==> src/rtl/spi_pkg.sv <==
// Shared widths, defaults and state encoding for the SPI responder byte shifter.
package spi_pkg;

   localparam int BYTE_W   = 8;
   localparam int BITCNT_W = 3;

   // Byte shifted out whenever no transmit byte has been supplied in time.
   localparam logic [BYTE_W-1:0] DEFAULT_IDLE_BYTE = 8'hFF;

   // IDLE: not selected, bus edges ignored. ACTIVE: cs_n low, shifting.
   typedef enum logic {
      IDLE   = 1'b0,
      ACTIVE = 1'b1
   } spi_state_e;

endpackage

==> src/rtl/sync_ff.sv <==
// Multi-flop synchronizer for one asynchronous bus pin; reset value is selectable
// so an idle-high pin (cs_n) does not look like an edge when reset releases.
module sync_ff #(
   parameter int   STAGES    = 2,
   parameter logic RESET_VAL = 1'b0
) (
   input  logic clock,
   input  logic reset,
   input  logic d,
   output logic q
);

   logic [STAGES-1:0] sr;

   // Shift the pin through STAGES flops; the oldest flop is the output.
   always_ff @(posedge clock or posedge reset) begin
      if (reset) begin
         sr <= {STAGES{RESET_VAL}};
      end else begin
         sr <= {sr[STAGES-2:0], d};
      end
   end

   assign q = sr[STAGES-1];

endmodule

==> src/rtl/spi_resp_bs.sv <==
// SPI mode-0 responder byte shifter, MSB first. The bus pins are oversampled
// on the system clock; sclk is treated purely as data. Received bytes appear
// with a one-cycle rx_v pulse, transmit bytes go through a one-entry holding
// register with a valid/ready handshake.
//
// Handshake: a tx_data byte is transferred on any clock where tx_v and
// tx_ready are both high; tx_v may be held high until that happens. At a
// byte-boundary load with the holding register empty, a tx_v present in that
// very cycle is taken straight into the shift register (bypass).
module spi_resp_bs
   import spi_pkg::*;
#(
   parameter int                SYNC_STAGES = 2,
   parameter logic [BYTE_W-1:0] IDLE_BYTE   = DEFAULT_IDLE_BYTE
) (
   input  logic              clock,
   input  logic              reset,
   input  logic              sclk,
   input  logic              mosi,
   input  logic              cs_n,
   output logic              miso,
   output logic              miso_oe,
   input  logic [BYTE_W-1:0] tx_data,
   input  logic              tx_v,
   output logic              tx_ready,
   output logic              tx_underrun,
   output logic [BYTE_W-1:0] rx_data,
   output logic              rx_v,
   output logic              selected
);

   logic sclk_s, mosi_s, cs_n_s;
   logic sclk_d, cs_n_d;
   logic sclk_rise, sclk_fall, cs_fall, cs_rise;
   logic load_evt;
   logic shift_evt;
   logic rise_evt;

   spi_state_e          state_q;
   logic [BITCNT_W-1:0] bit_cnt;
   logic [BYTE_W-1:0]   rx_sr;
   logic [BYTE_W-1:0]   tx_sr;
   logic [BYTE_W-1:0]   hold;
   logic                hold_full;

   sync_ff #(.STAGES(SYNC_STAGES), .RESET_VAL(1'b0)) u_sync_sclk (
      .clock (clock),
      .reset (reset),
      .d     (sclk),
      .q     (sclk_s)
   );

   sync_ff #(.STAGES(SYNC_STAGES), .RESET_VAL(1'b0)) u_sync_mosi (
      .clock (clock),
      .reset (reset),
      .d     (mosi),
      .q     (mosi_s)
   );

   sync_ff #(.STAGES(SYNC_STAGES), .RESET_VAL(1'b1)) u_sync_cs_n (
      .clock (clock),
      .reset (reset),
      .d     (cs_n),
      .q     (cs_n_s)
   );

   // One-flop delayed copies of the synchronized sclk/cs_n for edge detection.
   always_ff @(posedge clock or posedge reset) begin
      if (reset) begin
         sclk_d <= 1'b0;
         cs_n_d <= 1'b1;
      end else begin
         sclk_d <= sclk_s;
         cs_n_d <= cs_n_s;
      end
   end

   assign sclk_rise = sclk_s & ~sclk_d;
   assign sclk_fall = ~sclk_s & sclk_d;
   assign cs_fall   = ~cs_n_s & cs_n_d;
   assign cs_rise   = cs_n_s & ~cs_n_d;

   // Bus edges only count while selected and not in the cycle selection ends.
   assign rise_evt  = (state_q == ACTIVE) && !cs_rise && sclk_rise;
   assign shift_evt = (state_q == ACTIVE) && !cs_rise && sclk_fall && (bit_cnt != '0);

   // A new byte is loaded on selection and at the first fall of each byte slot.
   assign load_evt  = ((state_q == IDLE) && cs_fall) ||
                      ((state_q == ACTIVE) && !cs_rise && sclk_fall && (bit_cnt == '0));

   assign selected = (state_q == ACTIVE);
   assign miso_oe  = selected;
   assign miso     = tx_sr[BYTE_W-1];
   assign tx_ready = ~hold_full;

   // Selection state: enter on cs_n fall, leave on cs_n rise from any point.
   always_ff @(posedge clock or posedge reset) begin
      if (reset) begin
         state_q <= IDLE;
      end else begin
         case (state_q)
            IDLE:    if (cs_fall) state_q <= ACTIVE;
            ACTIVE:  if (cs_rise) state_q <= IDLE;
            default: state_q <= IDLE;
         endcase
      end
   end

   // Receive path: sample mosi on each rise, publish a byte on the 8th rise.
   always_ff @(posedge clock or posedge reset) begin
      if (reset) begin
         bit_cnt <= '0;
         rx_sr   <= '0;
         rx_data <= '0;
         rx_v    <= 1'b0;
      end else begin
         rx_v <= 1'b0;
         if ((state_q == ACTIVE) && cs_rise) begin
            // Deselect mid-byte drops the partial byte silently.
            bit_cnt <= '0;
            rx_sr   <= '0;
         end else if ((state_q == IDLE) && cs_fall) begin
            bit_cnt <= '0;
         end else if (rise_evt) begin
            rx_sr   <= {rx_sr[BYTE_W-2:0], mosi_s};
            bit_cnt <= bit_cnt + 3'd1;
            if (bit_cnt == 3'd7) begin
               rx_data <= {rx_sr[BYTE_W-2:0], mosi_s};
               rx_v    <= 1'b1;
            end
         end
      end
   end

   // Transmit path: holding register, load/bypass/underrun, and MSB-first shift.
   always_ff @(posedge clock or posedge reset) begin
      if (reset) begin
         tx_sr       <= IDLE_BYTE;
         hold        <= '0;
         hold_full   <= 1'b0;
         tx_underrun <= 1'b0;
      end else begin
         tx_underrun <= 1'b0;
         if (load_evt) begin
            if (hold_full) begin
               tx_sr     <= hold;
               hold_full <= 1'b0;
            end else if (tx_v) begin
               tx_sr <= tx_data;
            end else begin
               tx_sr       <= IDLE_BYTE;
               tx_underrun <= 1'b1;
            end
         end else begin
            if (tx_v && !hold_full) begin
               hold      <= tx_data;
               hold_full <= 1'b1;
            end
            if ((state_q == ACTIVE) && cs_rise) begin
               // Deselect discards the byte in flight; the holding register survives.
               tx_sr <= IDLE_BYTE;
            end else if (shift_evt) begin
               tx_sr <= {tx_sr[BYTE_W-2:0], 1'b1};
            end
         end
      end
   end

endmodule

==> config.mk <==
export PLATFORM = sky130hd
export DESIGN_NAME = spi_resp_bs
export DESIGN_NICKNAME = d
export VERILOG_FILES = /design/src/rtl/spi_pkg.sv /design/src/rtl/sync_ff.sv /design/src/rtl/spi_resp_bs.sv
export SDC_FILE = /design/constraint.sdc
export NUM_CORES = 1
export LEC_CHECK = 0
export ABC_AREA = 1
export CORE_MARGIN = 10
export CORE_UTILIZATION = 40
export DETAILED_ROUTE_END_ITERATION = 10
export GPL_ROUTABILITY_DRIVEN = 0
export PLACE_DENSITY = 0.67
export SYNTH_ARGS = -nofsm -noshare
export SYNTH_HDL_FRONTEND = slang
export SYNTH_SLANG_ARGS = --single-unit
==> constraint.sdc <==
create_clock -name clock -period 1.5 [get_ports clock]
set_input_delay 0.3 -clock clock [delete_from_list [all_inputs] [get_ports clock]]
set_output_delay 0.3 -clock clock [all_outputs]
set_load 0.05 [all_outputs]
# Yosys cells after proc, flatten, opt, wreduce, memory -nomap -nowiden
# Index checks and enable logic that the tools add are counted.
[op_classes]
n_addsub = 1
n_reduce_logical = 20
bitwise = 13
n_eq_ne = 2
muxes = 23
[ops]
columns = ["op", "count"]
rows = [
  ["8-bit 2-to-1 mux", 5],
  ["7-bit 2-to-1 mux", 3],
  ["1-bit 2-to-1 mux", 11],
  ["3-bit 2-to-1 mux", 3],
  ["1-bit inverter", 9],
  ["3-bit nonzero test", 3],
  ["1-bit logical AND", 8],
  ["1-bit AND", 4],
  ["2-bit AND reduction", 2],
  ["4-bit AND reduction", 1],
  ["2-bit nonzero test", 2],
  ["3-bit by 1-bit adder with 3-bit output, second input constant", 1],
  ["3-bit equality test, second input constant", 1],
  ["3-bit logical NOT", 1],
  ["1-bit logical NOT", 2],
  ["2-bit by 1-bit != test with 1-bit output, second input constant", 1],
  ["1-bit one-hot mux with 2 select lines", 1],
  ["1-bit logical OR", 1],
]
[totals]
reg_bits = 46
input_bits = 14

# Depth between registers and ports, before layout
# Gate-level depths: netlist of the first run.
[depth]
word_depth = 9
mapped_depth = 9
depth_no_buf = 9

# Cells and area by module
# Synthesis of the first run repeated with hierarchy kept, for this count alone.
[unflattened]
cells_unflattened = 237
area_unflattened_um2 = 2177.1
[by_module_without_submodules]
columns = ["module", "instances", "cells_each", "area_per_inst_um2"]
rows = [
  ["spi_resp_bs", 1, 228, 2013.2],
  ["sync_ff at u_sync_mosi ...", 2, 3, 53.8],
  ["sync_ff at u_sync_cs_n", 1, 3, 56.3],
]

# Least setup slack after synthesis of the first run
# No wires, ideal clock.
[synth_path]
path_kind = "register to register"
startpoint = "register state_q, in the netlist miso_oe"
endpoint = "register rx_data[0]"
required_time_ps = 1380
stages_incl_launch_ff = 9
n_path_buf = 1
synth_period_minus_slack_ps = 1630
setup_slack_ps = -130
arrival_ps = 1510
cell_sequence = "dfrtp_1 inv_2 a21oi_4 nand3_2 inv_2 nand2_2 buf_6 nand2_1 o21ai_2"
[synth_via]
elab_chain_len = 4
[synth_lines]
columns = ["element", "line", "rtl"]
rows = [
  ["from (decl)", "spi_resp_bs.sv:39", "spi_state_e state_q;"],
  ["from (signal assigned)", "spi_resp_bs.sv:99", "state_q <= IDLE;"],
  ["from (signal assigned)", "spi_resp_bs.sv:102", "IDLE: if (cs_fall) state_q <= ACTIVE;"],
  ["from (signal assigned)", "spi_resp_bs.sv:103", "ACTIVE: if (cs_rise) state_q <= IDLE;"],
  ["1-bit inverter", "--", ""],
  ["1-bit logical AND", "spi_resp_bs.sv:122", "end else if ((state_q == IDLE) && cs_fall) begin"],
  ["1-bit inverter (no source line)", "--", ""],
  ["4-bit AND reduction (no source line) *", "--", ""],
  ["to (signal assigned)", "spi_resp_bs.sv:128", "rx_data <= {rx_sr[BYTE_W-2:0], mosi_s};"],
  ["to (decl)", "spi_resp_bs.sv:27", "output logic [BYTE_W-1:0] rx_data,"],
]
# Every way passes the cells marked *; elsewhere a longest branch is shown, timed or not.
# A chain may end at the register's enable or synchronous reset.

# Final worst setup path of the first run
[layout_path]
startpoint = "register cs_n_d"
endpoint = "register tx_sr[6]"
[layout_via]
elab_chain_len = 8
[layout_lines]
columns = ["element", "line", "rtl"]
rows = [
  ["from (decl)", "spi_resp_bs.sv:33", "logic sclk_d, cs_n_d;"],
  ["from (signal assigned)", "spi_resp_bs.sv:74", "cs_n_d <= cs_n_s;"],
  ["1-bit inverter", "spi_resp_bs.sv:81", "assign cs_rise = cs_n_s & ~cs_n_d;"],
  ["1-bit AND", "spi_resp_bs.sv:81", ""],
  ["1-bit logical NOT", "spi_resp_bs.sv:85, spi_resp_bs.sv:89", ""],
  ["1-bit logical AND (2 in a row)", "spi_resp_bs.sv:85, spi_resp_bs.sv:89", ""],
  ["1-bit logical AND", "spi_resp_bs.sv:89", "((state_q == ACTIVE) && !cs_rise && sclk_fall && (bit_cnt == '0));"],
  ["1-bit logical OR", "spi_resp_bs.sv:88", "assign load_evt = ((state_q == IDLE) && cs_fall) ||"],
  ["3-bit nonzero test (no source line) / 8-bit 2-to-1 mux (equally long branches)", "--", ""],
  ["to (signal assigned)", "spi_resp_bs.sv:146", "tx_sr <= hold;"],
  ["to (signal assigned)", "spi_resp_bs.sv:149", "tx_sr <= tx_data;"],
  ["to (signal assigned)", "spi_resp_bs.sv:163", "tx_sr <= {tx_sr[BYTE_W-2:0], 1'b1};"],
  ["to (decl)", "spi_resp_bs.sv:42", "logic [BYTE_W-1:0] tx_sr;"],
]
# Several ways; a longest one is shown, not always the timed one.

==> metrics.yaml, run 1 <==
yosys:
  synth_cell_type_count: 23
  synth_cells: 202
  synthesis.area_mm2: 0.00196
  yosys-top-cells-area: "dfrtp_1, dfstp_2, nand2_1, inv_1, o22ai_1"
  yosysSeqAreaShare: 0.595
  synthesis.nets: 219
  syn_area_per_cell_um2: 9.69
  synth_top_area_share: 0.447
  synth-seq-cells: 46
  yosysTopAreaCell: "dfrtp_1"
  yosys_warnings: 0
clocking:
  cts-htree-levels: 2
  clockRootBuffer: "clkbuf_8"
  cts_buffers: 5
  clk_latency_ps: 300
  cts_tree: "done"
  clkSlewWorstSetupHoldPaths_ps: 90
  cts_sinks: 46
  clock_path_buffers: 2
critical_path:
  r2r_cells: 8
  crit_fanout: 7
  cp-end-kind: "register"
  r2r_start: "cs_n_d$_DFF_PP1_"
  crit_end: "tx_sr[6]$_DFFE_PP1P_"
  arrival_ps: 1640
  reg2reg_to: "tx_sr[6]$_DFFE_PP1P_"
  slowest_delay_ps: 530
  path_cells: "inv_2, a21oi_4, buf_6, nand2_1, nand2_4, buf_4, nand3_1, nand2_1"
  worstSetupPathType: "reg2reg"
  cpMaxStageDelayCell: "dfstp_2"
  cp_common_cell: "nand2_1"
  cp.required_ps: 1740
  critPathLaunchType: "register"
  regToRegSetupSlack_ps: 100
  crit_start: "cs_n_d$_DFF_PP1_"
placed_design:
  pre_cts_ws_ps: -103
  postPlaceCellArea_mm2: 0.00249
  io_buffers: 27
  dpl.hpwl_mm: 2.45
  dp.cells: 299
final_layout:
  final_nets: 257
  finalNonFillerCells: 308
  drive_gt1_frac: 0.282
  fin_area_mm2: 0.00265
  n_fill_cell: 392
  area_delta_synth_final_pct: 35.4
  antenna_cells: 0
routing:
  drtIter0Drc: 65
  highest_layer: "met4"
  ant_nets: 0
  finalWirelength_mm: 3.50
  num_vias: 1427
  wl_met2_mm: 1.74
  route.layer.met1.wl_mm: 1.49
  vias_per_cell: 4.63
  wl_per_cell_um: 11.4
  drc: 0
  first_pass_iters: 4
  wl_met3_um: 205
timing:
  finalHoldViolations: 0
  tns_ps: 0
  tightest_slew_ps: 242
  fin_ws_ps: 105
  fin_crit_sh: 0.930
  final_max_slew_viol_count: 0
  rsz0062_at_grt: "true"
  max_freq_ghz: 0.717
  setup_viol: 0
  fin_crit_ps: 1400
  maxSlewHeadroom: 0.838
  clock_skew_ps: 7.15
pwr:
  power_density_mw_per_mm2: 1340
  power_leakage_nw: 1.28
  ir_drop_mv: 1.09
floorplan:
  rows: 25
  die_h_um: 90.0
  die_x_um: 90.0
  io-pin-count: 28
  core_area_mm2: 0.00472
  dieArea_mm2: 0.00809
  initial_utilization: 0.415
global_routing:
  grt_use_total: 0.0894
  antenna_found_initial: 0
  grt_first_pass_wirelength_mm: 6.10
  grt_pass1_vias: 1389
  grt_max_degree: 47
  gr-total-overflow: 0
run_status:
  status: "finished clean"
hold_path:
  hold_path_class: "in2async"
flow_run:
  drv_cap: 0
[state kept, by name, indices dropped and copies added, names as in the netlist]
| register | count |
|---|---|
| rx_v | 1 |
| cs_n_d | 1 |
| u_sync_mosi.sr | 2 |
| bit_cnt | 3 |
| tx_underrun | 1 |
| hold_full | 1 |
| u_sync_sclk.sr | 2 |
| u_sync_cs_n.sr | 2 |
| rx_data | 8 |
| sclk_d | 1 |
| rx_sr | 7 |
| miso_oe | 1 |
| hold | 8 |
| tx_sr | 8 |
[worst min-delay path by stage]
stage                                   to                         from  cells after the start  slack [ps]
5_1_grt             rx_data[1]$_DFFE_PP0P_                        reset                      3         350
3_5_place_dp   u_sync_mosi.sr[1]$_DFF_PP0_  u_sync_mosi.sr[0]$_DFF_PP0_                      0         350
2_1_floorplan  u_sync_cs_n.sr[0]$_DFF_PP1_                         cs_n                      0         300
3_3_place_gp   u_sync_mosi.sr[1]$_DFF_PP0_  u_sync_mosi.sr[0]$_DFF_PP0_                      0         340
6_report                  sclk_d$_DFF_PP0_                        reset                      3         340
4_1_cts                   sclk_d$_DFF_PP0_                        reset                      3         340
[Yosys cell counts (all sizes together)]
| library cell | instances |
|---|---|
| a21oi | 3 |
| and3 | 1 |
| buf | 4 |
| clkbuf | 1 |
| dfrtp | 35 |
| dfstp | 11 |
| ha | 3 |
| inv | 29 |
| nand2 | 57 |
| nand3 | 11 |
| nand3b | 1 |
| nor2 | 10 |
| o21ai | 21 |
| o22ai | 15 |
[critical path, delay by kind of cell, from the launching register on]
family / cells / cell delay (ps)
AOI/OAI and AO/OA: 1 / 160
buffers and inverters: 3 / 310
DFF: 1 / 530
and+or+nand+nor: 4 / 350
[final cells by class]
type	instances	area (um^2)	area share
sequential	46	1170	0.440
multi-input combinational	122	682	0.257
timing repair buffer	36	498	0.188
inverter	29	109	0.0411
tap	67	83.8	0.0316
clock buffer	5	68.8	0.0260
clock inverter	3	43.8	0.0165
[routing by layer]
layer,global-route usage,vias to the layer above
met5,0,-
met4,0.0438,0
met3,0.0391,5
met2,0.145,26
met1,0.0977,671
li1,-,725
[power by group]
group / internal, W / leakage, nW / switching, W
clock network: 0.000499 / 0.0585 / 0.000418
registers: 0.00155 / 0.573 / 0.000130
logic: 0.000426 / 0.648 / 0.000527
total: 0.00248 / 1.28 / 0.00108
[cell families after synthesis]
kind of cell	synth area share
buffers and inverters	0.0754
AOI/OAI and AO/OA	0.132
adders and majority gates	0.0192
DFF	0.595
and+or+nand+nor	0.178
[through the flow]
| step | hold WS, ps | util | power, W |
|---|---|---|---|
| after floorplan | 304 | - | 0.00229 |
| after global placement | 335 | 0.527 | 0.00261 |
| after detailed placement | 346 | 0.527 | 0.00262 |
| after CTS | 336 | 0.553 | 0.00356 |
| after global routing | 345 | 0.561 | 0.00379 |
| final | 336 | 0.561 | 0.00355 |
[cell usage in the layout, fill, tap and decap left out]
cell	instances
inv_1	24
o21ai_2	9
ha_1	3
nand3_4	1
nand2_1	51
clkinv_2	1
dfrtp_1	34
a21oi_1	2
nand2_2	3
o21ai_1	2
nand3b_4	1
o22ai_1	15
inv_6	1
clkbuf_8	5
buf_12	15
dfrtp_2	1
nor2_2	2
nand3_2	1
nor2_1	8
buf_4	6
nand3_1	9
clkdlybuf4s50_1	13
and3_1	1
dfstp_2	11
nand2_4	3
bufinv_16	1
inv_2	4
clkinv_1	1
o21ai_0	10
buf_6	2
a21oi_4	1
[what timing repair did]
item,in CTS,in global routing
setup buffers,0,1
pin swaps,0,2
hold buffers,0,0
setup endpoints to repair,8,24
resized for setup,2,11
hold endpoints to repair,0,0
No activity file was read; power rests on OpenSTA's default activity.
==> run 2: changes to the inputs <==
--- a/config.mk
+++ b/config.mk
@@ -10,7 +10,8 @@
 export CORE_UTILIZATION = 40
 export DETAILED_ROUTE_END_ITERATION = 10
 export GPL_ROUTABILITY_DRIVEN = 0
-export PLACE_DENSITY = 0.67
+export PLACE_DENSITY = 0.66
 export SYNTH_ARGS = -nofsm -noshare
 export SYNTH_HDL_FRONTEND = slang
+export SYNTH_HIERARCHICAL = 1
 export SYNTH_SLANG_ARGS = --single-unit
==> run 2 against run 1 <==
Effect of this change:
- critical path type unchanged
- worst hold slack worse by 100 ps
- synthesized cell count up 17%
- clock skew down 1.1 ps
- largest power group unchanged
- highest routed layer unchanged
==> metrics.yaml, run 2 <==
run_status:
  status: "finished clean"
pwr:
  power_density_mw_per_mm2: 1410  # +5.4%
  swShare: 0.343  # +0.0407
  power_frac_seq: 0.432  # -0.041
  combPwrFrac: 0.340  # +0.072
  ir_drop_mv: 0.760  # -30%
  intPower_w: 0.00266  # +7.4%
  switchingPower_w: 0.00139  # +29%
  clkPwrFrac: 0.229  # -0.029
  power_leakage_nw: 1.43  # +12%
yosys:
  synth-edff-count: 0  # unchanged
  async_flop_share: 1.00  # unchanged
  synthesis.nets: 254  # +16%
  yosysTopAreaCell: "dfrtp_1"
  syn_area_per_cell_um2: 9.19  # -5.2%
  synth.most_common_cell: "nand2_1"
  synth_common_cells: "nand2_1, inv_1, dfrtp_1"
  yosys-top-cells-area: "dfrtp_1, dfstp_2, nand2_1, inv_1, nand3_1"
  synth_ff_type: "dfrtp_1"
  yosysSeqAreaShare: 0.535  # -0.0598
  synth_cells: 237  # +17%
  synthesis.area_mm2: 0.00218  # +11%
  synth-seq-cells: 46  # unchanged
  yosys_warnings: 6  # +6
  synth_top_area_share: 0.402  # -0.0450
  synth_cell_type_count: 29  # +26%
global_routing:
  gr-total-overflow: 0  # unchanged
  grt_use_total: 0.104  # +0.0141
  grt_pass1_vias: 1680  # +21%
  antenna_found_initial: 0  # unchanged
  grt_first_pass_wirelength_mm: 7.60  # +25%
  grt_max_degree: 41  # -13%
clocking:
  cts_tree: "done"
  clockRootBuffer: "clkbuf_8"
  cts_buffers: 5  # unchanged
  clock_path_buffers: 2  # unchanged
  clk_latency_ps: 300  # about the same
  cts-htree-levels: 2  # unchanged
  cts_sinks: 46  # unchanged
  clkSlewWorstSetupHoldPaths_ps: 80  # about the same
final_layout:
  drive_gt1_frac: 0.285  # +0.00304
  layout_common_cells: "nand2_1, inv_1, dfrtp_1, nand3_1, buf_12"
  largestRegisters: "hold (8), rx_data (8), tx_sr (8)"
  ff_latch_area_mm2: 0.00117  # unchanged
  fin_area_mm2: 0.00287  # +8.3%
  antenna_cells: 0  # unchanged
  n_fill_cell: 485  # +24%
  area_delta_synth_final_pct: 31.8
  final_nets: 293  # +14%
  multi_input_area_um2: 808  # +19%
  final_common_cell: "nand2_1"
critical_path:
  arrival_ps: 1610  # -30 ps
  r2r_cells: 7  # -1
  cp.required_ps: 1690  # -50 ps
  worstSetupPathType: "reg2reg"
  critPathLaunchType: "register"
  cp-end-kind: "register"
  reg2reg_to: "hold[5]$_DFFE_PP0P_"
  r2r_start: "cs_n_d$_DFF_PP1_"
  regToRegSetupSlack_ps: 90  # -20 ps
  crit_fanout: 8  # +1
timing:
  tns_ps: 0  # unchanged
  tightest_slew_ps: 243  # +0.786 ps
  final_max_slew_viol_count: 0  # unchanged
  fin_crit_ps: 1410  # +19.8 ps
  maxSlewHeadroom: 0.838  # about the same
  clock_skew_ps: 6.04  # -1.10 ps
  setup_viol: 0  # unchanged
  fin_crit_sh: 0.943  # +0.0132
  finalHoldViolations: 0  # unchanged
  max_freq_ghz: 0.707  # -1.4%
placed_design:
  postPlaceCellArea_mm2: 0.00270  # +8.7%
  dpl.hpwl_mm: 3.09  # +26%
  io_buffers: 27  # unchanged
routing:
  drtIter0Drc: 122  # +88%
  ant_nets: 0  # unchanged
  first_pass_iters: 4  # unchanged
  drc: 0  # unchanged
  vias_per_cell: 4.52  # -2.3%
  finalWirelength_mm: 4.20  # +20%
  num_vias: 1570  # +10%
  wl_per_cell_um: 12.1  # +6.6%
floorplan:
  initial_utilization: 0.418  # +0.00370
  core_area_mm2: 0.00520  # +10%
  rows: 26  # +4.0%
  die_h_um: 93.8  # +4.2%
  die_x_um: 93.8  # +4.2%
  dieArea_mm2: 0.00879  # +8.6%
  io-pin-count: 28  # unchanged
flow_run:
  drv_cap: 0  # unchanged
hold_path:
  hold_path_class: "in2async"
[run 2: cell types whose count changed after synthesis, moves of 4 or more]
cell	before	now
inv_1	27	42
nand2_1	54	64
nand3_1	9	21
nor2_1	10	1
o21ai_0	10	6
o22ai_1	15	8
[run 2: power by group through the flow]
stage	combinational (W)	clock (W)	sequential [W]
after floorplan	0.000888	0	0.00180
after global placement	0.00133	0	0.00175
after detailed placement	0.00135	0	0.00176
after CTS	0.00135	0.000960	0.00175
after global routing	0.00157	0.00101	0.00179
final	0.00138	0.000928	0.00175
[run 2: worst max-delay path: stages, from the launching register on]
cell and delay (ps):
dfstp_2 550, inv_2 70, a21oi_4 230, nand3_4 160, nand2_4 120, nor2_4 60, nand2_1 80, nand2_1 50
[run 2: kinds of logic (layout without fill, tap and decap cells)]
family,count (synthesis),in the layout,share of synthesized area
AOI/OAI and AO/OA,30,30,0.0943
adders and majority gates,3,3,0.0172
buffers and inverters,53,93,0.105
DFF,46,46,0.535
and+or+nand+nor,105,105,0.248
[run 2: worst max path at each step]
stage,slack (ps),start,cells past startpoint,to
2_1_floorplan,100,hold_full$_DFFE_PP0P_,8,tx_sr[1]$_DFFE_PP1P_
3_3_place_gp,20,tx_v,6,tx_sr[4]$_DFFE_PP1P_
3_5_place_dp,-40,tx_v,6,tx_sr[4]$_DFFE_PP1P_
4_1_cts,70,bit_cnt[0]$_DFFE_PP0P_,9,hold[0]$_DFFE_PP0P_
5_1_grt,-1,u_sync_cs_n/sr[1]$_DFF_PP1_,6,hold[7]$_DFFE_PP0P_
6_report,90,cs_n_d$_DFF_PP1_,7,hold[5]$_DFFE_PP0P_
[run 2: through the flow]
stage	cells	power, W	util	hold slack (ps)	setup slack (ps)
after global routing	347	0.00436	0.551	242	-1.45
after floorplan	237	0.00269	-	41.2	98.8
after CTS	343	0.00406	0.541	239	67.0
after detailed placement	335	0.00311	0.519	342	-37.9
final	347	0.00405	0.551	234	85.2
after global placement	335	0.00308	0.519	333	16.4
[run 2: metal layers]
metal / part of all wire / GRT usage
met5: 0 / 0
met4: 0.015 / 0.0418
met3: 0.032 / 0.0208
met2: 0.49 / 0.170
met1: 0.46 / 0.129
[run 2: final cells by class]
class,count,area share
flip-flops and latches,46,0.406
multi-input cells,138,0.282
repair buffers,38,0.180
inverters,47,0.0619
well taps,70,0.0305
clock buffers,5,0.0240
clock inverters,3,0.0153
[run 2: what timing repair did]
action                                  4_1_cts  5_1_grt
endpoints found under the setup margin        0       17
gates resized for setup                       0        6
endpoints found under the hold margin         0        0
hold buffers                                  0        0
buffers inserted                              0        4
